File: config.mk
export PLATFORM = sky130hd
export DESIGN_NAME = uart_tx_arbiter
export DESIGN_NICKNAME = d
export VERILOG_FILES = /design/src/rtl/uart_arb_pkg.sv /design/src/rtl/rr_picker.sv /design/src/rtl/uart_tx_arbiter.sv
export SDC_FILE = /design/constraint.sdc
export NUM_CORES = 1
export LEC_CHECK = 0
export ABC_CLOCK_PERIOD_IN_PS = 2340
export BUFFER_PORTS_ARGS = -buffer_cell sky130_fd_sc_hd__buf_4
export CAP_MARGIN = 20
export CORE_MARGIN = 5
export CORE_UTILIZATION = 48
export DETAILED_ROUTE_END_ITERATION = 10
export GPL_TIMING_DRIVEN = 1
export HOLD_SLACK_MARGIN = 0.06
export MAX_ROUTING_LAYER = met4
export PLACE_DENSITY = 0.76
export SYNTH_ARGS = -nofsm -noshare
export SYNTH_HDL_FRONTEND = slang
export SYNTH_SLANG_ARGS = --single-unit
File: constraint.sdc
create_clock -name i_clk -period 2.34 [get_ports i_clk]
set_clock_uncertainty 0.05 [all_clocks]
set_input_delay 0.468 -clock i_clk [delete_from_list [all_inputs] [get_ports i_clk]]
set_output_delay 0.468 -clock i_clk [all_outputs]
set_load 0.01 [all_outputs]
File: src/rtl/uart_arb_pkg.sv
// Shared types and constants for the console UART transmit arbiter.
package uart_arb_pkg;

  typedef enum logic {
    ARB_STATE_ARB,
    ARB_STATE_OWN
  } arb_state_t;

  localparam logic [7:0] EOL_DEFAULT = 8'h0A;

endpackage

File: src/rtl/rr_picker.sv
// Combinational round-robin search: first set request at or after the pointer, wrapping.
module rr_picker #(
  parameter int unsigned NUM_REQ = 4,
  localparam int unsigned IdxW = $clog2(NUM_REQ)
) (
  input  logic [NUM_REQ-1:0] i_req,
  input  logic [IdxW-1:0]    i_ptr,
  output logic [IdxW-1:0]    o_idx,
  output logic               o_found
);

  always_comb begin
    int unsigned w_cand;
    o_idx   = '0;
    o_found = 1'b0;
    // Walk from the farthest offset down so the nearest set bit is written last.
    for (int i = NUM_REQ - 1; i >= 0; i--) begin
      w_cand = (int'(i_ptr) + i) % NUM_REQ;
      if (i_req[w_cand]) begin
        o_idx   = IdxW'(w_cand);
        o_found = 1'b1;
      end
    end
  end

endmodule

File: src/rtl/uart_tx_arbiter.sv
// Shares one UART transmitter between NUM_REQ byte streams with round-robin, line-locked grants.
module uart_tx_arbiter
  import uart_arb_pkg::*;
#(
  parameter int unsigned          NUM_REQ      = 4,
  parameter int unsigned          DATA_WIDTH   = 8,
  parameter bit                   LINE_LOCK    = 1'b1,
  parameter int unsigned          LOCK_TIMEOUT = 4096,
  parameter logic [DATA_WIDTH-1:0] EOL_CHAR    = EOL_DEFAULT,
  localparam int unsigned         IdxW         = $clog2(NUM_REQ),
  localparam int unsigned         CntW         = $clog2(LOCK_TIMEOUT + 1)
) (
  input  logic                          i_clk,
  input  logic                          i_rst_n,
  input  logic [NUM_REQ*DATA_WIDTH-1:0] i_req_data,
  input  logic [NUM_REQ-1:0]            i_req_valid,
  output logic [NUM_REQ-1:0]            o_req_ready,
  output logic [DATA_WIDTH-1:0]         o_tx_data,
  output logic                          o_tx_valid,
  input  logic                          i_tx_ready,
  output logic [IdxW-1:0]               o_owner,
  output logic                          o_locked
);

  arb_state_t            r_state;
  logic [IdxW-1:0]       r_owner;
  logic [IdxW-1:0]       r_ptr;
  logic                  r_locked;
  logic [CntW-1:0]       r_tcnt;
  logic                  r_tx_valid;
  logic [DATA_WIDTH-1:0] r_tx_data;

  logic [IdxW-1:0]       w_pick_idx;
  logic                  w_pick_found;
  logic                  w_own;
  logic                  w_owner_valid;
  logic [DATA_WIDTH-1:0] w_owner_data;
  logic                  w_accept;
  logic                  w_idle;
  logic                  w_release;
  logic [IdxW-1:0]       w_next_ptr;

  rr_picker #(
    .NUM_REQ (NUM_REQ)
  ) u_rr_picker (
    .i_req   (i_req_valid),
    .i_ptr   (r_ptr),
    .o_idx   (w_pick_idx),
    .o_found (w_pick_found)
  );

  assign w_own         = (r_state == ARB_STATE_OWN);
  assign w_owner_valid = i_req_valid[r_owner];
  assign w_owner_data  = i_req_data[r_owner*DATA_WIDTH +: DATA_WIDTH];
  assign w_accept      = w_own && w_owner_valid && !r_tx_valid;
  // Idle cycles only count while the output register is empty, so a slow UART never times out.
  assign w_idle        = w_own && !w_owner_valid && !r_tx_valid;
  assign w_release     = (w_accept && (!LINE_LOCK || (w_owner_data == EOL_CHAR)))
                      || (w_idle && (r_tcnt >= CntW'(LOCK_TIMEOUT - 1)));
  assign w_next_ptr    = (r_owner == IdxW'(NUM_REQ - 1)) ? '0 : r_owner + 1'b1;

  always_comb begin
    o_req_ready = '0;
    if (w_own && !r_tx_valid) begin
      o_req_ready[r_owner] = 1'b1;
    end
  end

  always_ff @(posedge i_clk or negedge i_rst_n) begin
    if (!i_rst_n) begin
      r_state    <= ARB_STATE_ARB;
      r_owner    <= '0;
      r_ptr      <= '0;
      r_locked   <= 1'b0;
      r_tcnt     <= '0;
      r_tx_valid <= 1'b0;
      r_tx_data  <= '0;
    end else begin
      if (w_accept) begin
        r_tx_valid <= 1'b1;
        r_tx_data  <= w_owner_data;
      end else if (r_tx_valid && i_tx_ready) begin
        r_tx_valid <= 1'b0;
      end

      case (r_state)
        ARB_STATE_ARB: begin
          if (w_pick_found) begin
            r_owner  <= w_pick_idx;
            r_locked <= 1'b1;
            r_tcnt   <= '0;
            r_state  <= ARB_STATE_OWN;
          end
        end
        ARB_STATE_OWN: begin
          if (w_accept) begin
            r_tcnt <= '0;
          end else if (w_idle && (r_tcnt != CntW'(LOCK_TIMEOUT))) begin
            r_tcnt <= r_tcnt + 1'b1;
          end
          if (w_release) begin
            r_state  <= ARB_STATE_ARB;
            r_locked <= 1'b0;
            r_ptr    <= w_next_ptr;
          end
        end
        default: r_state <= ARB_STATE_ARB;
      endcase
    end
  end

  assign o_tx_data  = r_tx_data;
  assign o_tx_valid = r_tx_valid;
  assign o_owner    = r_owner;
  assign o_locked   = r_locked;

endmodule

Word-level counts from Yosys, hierarchy flattened
Index checks and enable logic that the tools add are counted.

storage, ports and cells
  flip-flop bits (word level) = 28
  input bits = 39
  output and inout port bits = 16
  logic and storage cells = 79

cells by class
  add/sub/neg operators = 5
  $lt $le $gt $ge = 7
  equal/unequal tests = 6
  shifts and indexed selects = 1
  mux-type cells = 34
  bitwise operators = 1
  reduce and logical (&&, ||, !) cells = 18

operator list
  kind                                                        number
  two-way mux 13 bit                                          3
  variable part select 32 x 6 -> 8 bit                        1
  one-hot mux 13 bit (2 select lines)                         1
  two-way mux 1 bit                                           16
  less-than comparator 2 x 3 -> 1 bit, second input constant  5
  adder 13 x 1 -> 13 bit, second input constant               1
  >= comparator 13 x 12 -> 1 bit, second input constant       1
  != test 13 bit, second input constant                       1
  binary-select mux 1 bit (select 2 bit)                      5
  logical AND 1 bit                                           10
  two-way mux 2 bit                                           5
  == test 8 x 4 -> 1 bit, second input constant               1
  AND reduction 2 bit                                         4
  adder 2 x 1 -> 2 bit, second input constant                 2
  adder 2 bit, second input constant                          2
  two-way mux 4 bit                                           1
  != test 2 x 1 -> 1 bit, second input constant               2
  one-hot mux 1 bit (2 select lines)                          2
  != test 3 x 1 -> 1 bit, second input constant               1
  demux 1 bit (select 2 bit)                                  1
  == test 2 bit, second input constant                        1
  >= comparator 2 x 1 -> 1 bit, second input constant         1
  zero test 1 bit                                             2
  nonzero test 2 bit                                          1
  other kinds (2)                                             2

Depth between registers and ports, before layout
Gate-level depths: netlist of run 1.

  word-level depth = 9
  depth in mapped cells = 7
  depth with buffers taken out = 7

Cells and area by module
From an unflattened synthesis of run 1, not the netlist that was laid out.

unflattened totals
  cell total of the unflattened synthesis = 188
  area total of the unflattened synthesis = 1779.2 um2

modules (own cells, without submodules)
  module           instances  cells each  area an instance (um2)  sequential area each (um2)
  uart_tx_arbiter  1          175         1701.6                  700.7
  rr_picker        1          13          77.6                    0.0

Worst setup path after synthesis of run 1
No wires, ideal clock.

  kind = flip-flop to flip-flop
  start point = reg r_owner[0] (netlist: o_owner[0])
  end point = reg r_ptr[0]
  library setup time = 0.125 ns
  data arrival time = 2.068 ns
  required time = 2.165 ns
  slack = 0.097 ns
  cell stages (with the launch flop) = 7
  buffers on the path = 1
  period minus slack after synthesis = 2.243 ns
  cell sequence = dfrtp_1 > buf_6 > mux4_2 > nor4b_4 > nand2_2 > o21ai_4 > mux2_4

on the way
  longest elaborated chain between the ends = 8
  elaborated cells on any way between the ends = 16
  those cells by class = 1 x add/sub; 2 x eq/ne; 1 x shift; 3 x mux; 9 x reduce/logical

ends and longest elaborated chain
  item                                                                                          RTL line                RTL
  from (decl)                                                                                   uart_tx_arbiter.sv:26   logic [IdxW-1:0] r_owner;
  from (signal assigned)                                                                        uart_tx_arbiter.sv:89   r_owner <= w_pick_idx;
  parallel branches: the longest is 8 deep, another holds variable part select 32 x 6 -> 8 bit  -
  to (signal assigned)                                                                          uart_tx_arbiter.sv:104  r_ptr <= w_next_ptr;
  to (decl)                                                                                     uart_tx_arbiter.sv:27   logic [IdxW-1:0] r_ptr;

Parallel ways; which one is timed is not known. The select of a mux whose other input is x is not followed.
A chain may end at the register's enable or synchronous reset.

Final worst setup path of run 1
  start point = reg r_owner[0] (netlist: o_owner[0])
  end point = reg r_ptr[1]

Same word-level chain as after synthesis.

==> flow_results.org, run 1 <==
** Placed design
- I/O Buffers :: 54
- Summed over all nets, the half-perimeter wirelength after detailed placement is 3430 um.
- OpenSTA, run right after detailed placement, puts the worst setup slack at between 0.1 and 0.15 ns.
- GPL Wtd Cong :: 0.909

** Global route
- The total overflow left after global routing is 0.
- Via count of the first global-routing pass :: 1600
- Entering global routing, the biggest net connects 29 pins.
- The first global-routing pass estimated 7340 um of wire.
- Global router's overall resource usage :: 0.183
- The number of antenna violations at the first check in global routing was 0.

** Die
- Number of top-level pins :: 55
- Count of standard-cell rows :: 22
- Core Region :: 0.00361 sq mm
- Vertical die dimension :: 70.7 um
- DIE AREA :: 0.00500 sq mm
- The floorplan step set the die width to 70.7 um.
- For this configuration, the core starts out at a cell density of 0.491.

** Worst setup path
- CP startpoint kind :: flop
- CP max-delay cell :: mux4_2
- Critical Path Sink Type :: flop
- Of all nets on the critical path, the largest fanout is 14.
- Crit path cell chain :: buf_12 > mux4_2 > nor4b_2 > nand2_2 > o21ai_4 > mux2_4
- The worst setup path is of the flop to flop kind.
- For this run, the slowest stage of the critical path takes approximately 0.52 ns.
- Cell family contributing the most delay on the critical path :: multiplexers
- The number of cells on the worst reg-to-reg path is 6.
- STA puts the critical path data required time at roughly 2.5 ns.
- In this run the critical register-to-register path is captured at r_ptr[1]$_DFFE_PN0P_.
- At the worst endpoint, the arrival time is 2.33 ns.
- For flop-to-flop paths, the worst setup slack is 0.12 ns.
- The number of buffers and inverters on the critical path is 1.
- R2r startpoint :: o_owner[0]$_DFFE_PN0P_

** Finish
- Layout Nets :: 272
- In the final layout, the share of cells above drive strength 1 is 0.376.
- Measured on the finished design, the core utilization comes to 0.656.
- Relative to the synthesized area, the layout overhead comes to 33.6%.
- Total of fill cells in the finished design :: 291
- Number of antenna cells inserted :: 0

** Synth
- Sequential share of the synthesized area :: 0.396
- Post-synthesis cell area :: 0.00177 sq mm
- Synthesis instantiated 48 different standard cells from the library.
- FFs w/ async S/R, synth :: 1.00
- Count of synthesis-stage warnings from yosys :: 0
- Among all flip-flop cells after synthesis, the most frequent one is dfrtp_1.
- Count of flip-flops with a built-in enable after synthesis :: 0
- After synthesis the netlist holds a flip-flop and latch count of 28.
- Post-synthesis average cell area :: 10.9 sq um
- Synthesized instance count :: around 160
- When the netlist entered floorplanning its net count stood at roughly 210.

** Detailed routing
- Before antenna repair, the detailed router went through 4 iterations.
- Detailed Route WL :: 4320 um
- Iteration-0 DRC Markers :: 111
- Detailed routing inserted a total of 1543 vias.
- Number of vias per cell after detailed routing :: 5.63
- The count of nets left with antenna violations once routing finished came out at 0.
- Routed length per instance :: about 16 um
- In the routed design, unresolved DRC markers number 0.

** Pwr
- For this design the ratio of total power to cell area is between 700 and 800 mW/mm^2.
- The internal power of the cells totals 0.00116 W.
- Power comes to roughly 0.0017 W.
- Static Leak :: 1.06 nW
- The share of total power dissipated in combinational logic is 0.387.
- Reg power frac :: 0.390
- Of the total power, the share spent switching nets is 0.323.
- The worst-case IR drop observed on VDD is 0.000348 V.
- Of the total power, the clock network draws 0.223.
- Switch Pwr :: around 0.00056 W

** STA
- After layout, the minimum clock period comes to 2.22 ns.
- Achievable clock frequency :: 0.451 GHz
- Ratio of final minimum period to clock period :: 0.947
- The worst pin sits at a relative slew slack of 0.675.
- Unrepaired setup endpoints after global routing :: no
- # setup viols final :: 0
- Hold Fails Final Rpt :: 0
- Worst Tran Pin Value :: 0.475 ns
- Across all setup checks in the final design, the least slack found is between 0.1 and 0.15 ns.
- Summed over all failing endpoints, the final setup total negative slack is 0 ns.
- Final Max Tran Viols :: 0

** Clocking
- The clock passes through at most 2 buffers.
- Number of sinks on the clock net :: 28
- Clock tree from TritonCTS :: yes
- TritonCTS Buffers :: 3
- Buffers added to address setup during post-CTS repair amount to 0.
- In this run the clock root is driven by a clkbuf_8.
- Clock-pin slew was measured on the worst setup and hold paths at 0.10 ns.
- Number of levels the H-tree was split into :: 1
- Source-to-sink clock delay at the later pin of the worst-skew pair :: ~0.27 ns

** Min path
- Worst hold path class :: input port to asynchronous set/reset pin

** Outcome
- The run finished with clean final reports.

** Run
- Across the run, the number of max-cap violations was 0.
==> Yosys cell counts, types with 6 or more instances <==
| cell type | count | area [sq um] |
|---|---|---|
| nor2_1 | 18 | 67.6 |
| ha_1 | 6 | 75.1 |
| nand3_1 | 6 | 30.0 |
| o21ai_1 | 7 | 35.0 |
| dfrtp_1 | 28 | 701 |
| inv_1 | 7 | 26.3 |
| mux2_1 | 8 | 90.1 |
| mux4_2 | 9 | 203 |
| nand2_1 | 10 | 37.5 |
==> power by group through the flow <==
stage / Sequential, W / Clock (W) / Combinational [W]
detailed placement: 0.000680 / 0 / 0.000667
floorplan: 0.000707 / 0 / 0.000319
finish: 0.000671 / 0.000383 / 0.000665
CTS: 0.000672 / 0.000385 / 0.000670
global route: 0.000684 / 0.000410 / 0.000726
global placement: 0.000679 / 0 / 0.000651
==> worst max path at each step <==
stage                                        end  slack (ns)  cells past startpoint                   start
after floorplan             r_ptr[0]$_DFFE_PN0P_         0.1                      6  o_owner[0]$_DFFE_PN0P_
after global placement    r_tcnt[11]$_DFFE_PN0P_        0.17                      7          i_req_valid[3]
after detailed placement    r_ptr[0]$_DFFE_PN0P_        0.12                      6  o_owner[0]$_DFFE_PN0P_
after CTS                   r_ptr[0]$_DFFE_PN0P_        0.11                      6  o_owner[0]$_DFFE_PN0P_
after global routing        r_ptr[0]$_DFFE_PN0P_        0.04                      6  o_owner[0]$_DFFE_PN0P_
final                       r_ptr[1]$_DFFE_PN0P_        0.12                      6  o_owner[0]$_DFFE_PN0P_
==> registers in the layout (all words and copies together), names as in the netlist <==
| name | cells |
|---|---|
| o_locked | 1 |
| o_owner | 2 |
| o_tx_data | 8 |
| o_tx_valid | 1 |
| r_ptr | 2 |
| r_state | 1 |
| r_tcnt | 13 |
==> routing by layer <==
metal	track usage	share of wire
met5	-	0
met4	0.0459	0.012
met3	0.0270	0.039
met2	0.306	0.52
met1	0.235	0.43
==> cell usage in the layout (no fill, tap or decap), drive strengths merged, types with 2 or more instances in the layout <==
| cell type | count |
|---|---|
| o21a | 2 |
| mux2i | 2 |
| buf | 63 |
| mux2 | 10 |
| o21ai | 12 |
| nor4 | 2 |
| nand2b | 2 |
| and3 | 4 |
| ha | 6 |
| a21oi | 4 |
| o31ai | 4 |
| mux4 | 9 |
| nand2 | 11 |
| nor2 | 18 |
| nor2b | 3 |
| dfrtp | 28 |
| o2111ai | 3 |
| clkbuf | 3 |
| nand3 | 6 |
| xor2 | 4 |
| nor3 | 2 |
| nor4b | 3 |
| inv | 8 |
==> final cells by class <==
type                            instances  area, sq um  area share
Inverter                                8         30.0      0.0127
Clock inverter                          1         30.0      0.0127
Tap cell                               48         60.1      0.0254
Sequential cell                        28          701       0.296
Multi-Input combinational cell        123         1020       0.430
Clock buffer                            3         41.3      0.0175
Timing Repair Buffer                   63          485       0.205
==> worst reg2reg max path, cell delays in order, from the launching register on <==
cell,delay [ns]
dfrtp_1,0.39
buf_12,0.17
mux4_2,0.53
nor4b_2,0.34
nand2_2,0.11
o21ai_4,0.21
mux2_4,0.31
==> repair_timing <==
action                                  CTS  global route
endpoints found under the setup margin    0             1
hold endpoints to repair                  0             0
resized for setup                         0             1
hold buffers                              0             0
==> logic make-up after synthesis <==
family | synth area share
AO/OA/AOI/OAI | 0.138
adder cells (fa/ha/maj) | 0.0424
flip-flops | 0.396
buffers and inverters | 0.0311
multiplexers | 0.196
AND/OR/NAND/NOR | 0.177
XOR/XNOR | 0.0198
==> stage by stage <==
step | instance area [sq um] | hold slack (ns) | std cells
after global routing | 2370 | 0.0600 | 274
final | 2370 | 0.0481 | 274
after global placement | 2290 | 0.358 | 270
after CTS | 2360 | 0.0615 | 274
after detailed placement | 2290 | 0.360 | 270
after floorplan | 1770 | 0.122 | 163
Power figures use the tool's default switching activity.
==> run 2, diff against run 1 <==
--- a/config.mk
+++ b/config.mk
@@ -8,3 +8,3 @@
 export ABC_CLOCK_PERIOD_IN_PS = 2340
-export BUFFER_PORTS_ARGS = -buffer_cell sky130_fd_sc_hd__buf_4
+export BUFFER_PORTS_ARGS = -buffer_cell sky130_fd_sc_hd__clkbuf_2
 export CAP_MARGIN = 20
==> constraint.sdc (replaced) <==
create_clock -name i_clk -period 2.34 [get_ports i_clk]
set_clock_uncertainty 0.05 [all_clocks]
set_input_delay 0.351 -clock i_clk [delete_from_list [all_inputs] [get_ports i_clk]]
set_output_delay 0.351 -clock i_clk [all_outputs]
set_load 0.01 [all_outputs]
==> run 2 against run 1 <==
Compared with the run above:
- global-route usage is 0.82 points lower
- design area is 7.2% lower
- setup slack better by 0.038 ns
- wire length is 4.4% lower
- count of clock-buffer cells in the layout is 1 higher
- critical path depth stayed put
- fmax is 1.7% higher
- sequential power is 1% higher
- via count hardly changed
- critical path type unchanged
==> flow_results.org, run 2 (same netlist as run 1, synthesis figures left out) <==
** Outcome
- Outcome :: finished, final reports clean

** Pwr
- In this run the static leakage power is 1.00 nW.
- Maximum vdd ir drop :: roughly 0.00037 V
- The share of total power dissipated in sequential elements is 0.435.
- Combinational cell fraction of total power :: 0.374
- Pwr Total :: 0.00156 W
- Clock share of power :: 0.191
- Switching power as a share of total power :: 0.346
- Design internal power :: between 0.001 and 0.0015 W
- For this design the ratio of total power to cell area is roughly 710 mW/mm^2.
- The analysis attributes to net switching a power of 0.000539 W.

** STA
- Setup repair after global routing left no endpoint under its margin.
- Timing would allow up to 0.459 GHz.
- The count of final hold-check violations is 0.
- Worst-case headroom to the max-slew limit :: 0.526
- Setup TNS :: 0 ns
- In the finished design, the share of the clock period the worst path needs comes to 0.931.
- Final Max Tran Viols :: 0
- # setup viols final :: 0
- After layout, the worst setup slack is 0.162 ns.
- Across all hold checks on the routed design, the worst slack comes to 0.0630 ns.
- Post-layout min period :: 2.18 ns
- For the pin with the worst max-slew slack, the measured transition is 0.711 ns.

** Min path
- In this run the worst hold path is classified as input port to asynchronous set/reset pin.

** Finish
- Number of flip-flops under the largest register name :: 13
- Compared with the post-synthesis result, the final layout area differs by 24.0%.
- Commonest non-fill, non-tap cell in the layout :: clkbuf_2
- Ranked by flip-flop count, first place goes to r_tcnt.
- The repair_antennas step left the layout with diodes totalling 0.
- Commonest cells after routing, fill and taps aside :: clkbuf_2, dfrtp_1, nor2_1
- After the last flow step, the layout net total stands at 270.
- Share of layout cells above drive strength 1 :: 0.366
- The count of cells in the finished layout, fillers not included, comes to 272.

** Global route
- Global routing finished with a remaining overflow of 0.
- The number of global-route vias before repair came to roughly 1500.
- Across every metal layer, demand over resource in global routing totals 0.175.
- The number of antenna violations at the first check in global routing is 0.
- Wire length of the first global-routing pass :: 6870 um
- Entering global routing, the biggest net connects 29 pins.

** Die
- Vertical die dimension :: 70.7 um
- Measured along the x axis, the die boundary spans between 70 and 80 um.
- Count of standard-cell rows :: 22
- Number of top-level pins :: 55
- The total area inside the core boundary comes to about 0.0036 sq mm.
- The floorplan step defined a die boundary enclosing ~0.0050 sq mm.
- The initial utilization of the core area, before any placement, comes to 0.491.

** Placed design
- Worst slack at placement :: 0.170 ns
- Total placed cells including tap cells :: 268
- GPL Wtd Cong :: 0.939
- I/O Buffers :: 54
- Post-DP HPWL :: 3280 um

** Detailed routing
- Detailed routing inserted a total of 1542 vias.
- After detailed routing, the number of remaining DRC violations is 0.
- The routed design has 4130 um of wire.
- The count of nets left with antenna violations once routing finished came out at 0.
- Number of vias per cell after detailed routing :: 5.67
- Routed length per instance :: 15.2 um
- Before antenna repair, the detailed router went through 4 iterations.
- Iteration-0 DRC Markers :: 82

** Clocking
- Clock-pin slew on the worst setup and hold paths :: 0.10 ns
- Number of sinks on the clock net :: 28
- The number of clock buffers added by TritonCTS is 3.
- Gates resized during post-CTS repair numbered 0.
- Buffer type at the clock tree root :: clkbuf_8
- Number of levels the H-tree was split into :: 1
- At the later pin of the worst-skew pair, clock insertion delay measures 0.27 ns.
- TritonCTS built the clock tree.
- Number of buffers between clock root and the deepest sink :: 2
- The number of hold buffers added after CTS was 0.
- After clock tree synthesis, the setup repair step added 0 buffers.

** Worst setup path
- Signal arrival time at the worst endpoint :: 2.29 ns
- Along the worst path, the maximum fanout reaches 14.
- Register-to-register path setup slack :: between 0.15 and 0.2 ns
- R2r startpoint :: o_owner[0]$_DFFE_PN0P_
- Category of the most critical setup path :: flop to flop
- The worst setup path is launched from a flop.
- Cell count of the worst reg-to-reg path :: 6
- At the worst endpoint, the required time is 2.45 ns.
- STA classifies the critical path endpoint as a flop.
- Endpoint of the worst register-to-register path :: r_ptr[0]$_DFFE_PN0P_

** Run
- Number of maximum-capacitance constraint violations :: 0
==> run 2: layer usage <==
| layer | global-route usage | up-vias | routed length, um |
|---|---|---|---|
| met1 | 0.214 | 753 | 1740 |
| met5 | - | - | 0 |
| met2 | 0.306 | 50 | 2140 |
| li1 | - | 733 | - |
| met4 | 0.0376 | 0 | 36 |
| met3 | 0.0270 | 6 | 204 |
==> run 2: layout make-up <==
class / instances / area (sq um)
well taps: 48 / 60.1
fillers: 318 / 1410
flip-flops and latches: 28 / 701
clock buffers: 4 / 55.1
multi-input cells: 123 / 1010
inverters: 8 / 30.0
repair buffers: 61 / 335
==> run 2: worst max-delay path by stage <==
| stage | endpoint | slack [ns] | depth (start not counted) | from |
|---|---|---|---|---|
| after global placement | r_ptr[1]$_DFFE_PN0P_ | 0.19 | 6 | o_owner[0]$_DFFE_PN0P_ |
| after global routing | r_ptr[0]$_DFFE_PN0P_ | 0.05 | 6 | o_owner[0]$_DFFE_PN0P_ |
| after CTS | r_ptr[0]$_DFFE_PN0P_ | 0.15 | 6 | o_owner[0]$_DFFE_PN0P_ |
| final | r_ptr[0]$_DFFE_PN0P_ | 0.16 | 6 | o_owner[0]$_DFFE_PN0P_ |
| after floorplan | r_ptr[0]$_DFFE_PN0P_ | 0.1 | 6 | o_owner[0]$_DFFE_PN0P_ |
| after detailed placement | r_ptr[0]$_DFFE_PN0P_ | 0.17 | 6 | o_owner[0]$_DFFE_PN0P_ |
==> run 2: metrics by stage <==
| stage | utilization | cell area (sq um) |
|---|---|---|
| floorplan | - | 1770 |
| global placement | 0.594 | 2140 |
| detailed placement | 0.594 | 2140 |
| CTS | 0.609 | 2200 |
| global route | 0.609 | 2200 |
| finish | 0.609 | 2200 |
==> run 2: power by group through the flow <==
stage | Combinational (W) | Clock (W) | Sequential (W)
final | 0.000584 | 0.000297 | 0.000678
after global routing | 0.000639 | 0.000327 | 0.000693
after CTS | 0.000591 | 0.000303 | 0.000680
after detailed placement | 0.000589 | 0 | 0.000689
after global placement | 0.000570 | 0 | 0.000686
after floorplan | 0.000319 | 0 | 0.000707
==> run 2: critical path, stage by stage, from the launching register on <==
cell     delay (ns)
dfrtp_1        0.38
buf_12         0.16
mux4_2         0.53
nor4b_2        0.31
nand2_2        0.10
o21ai_4        0.21
mux2_4         0.32
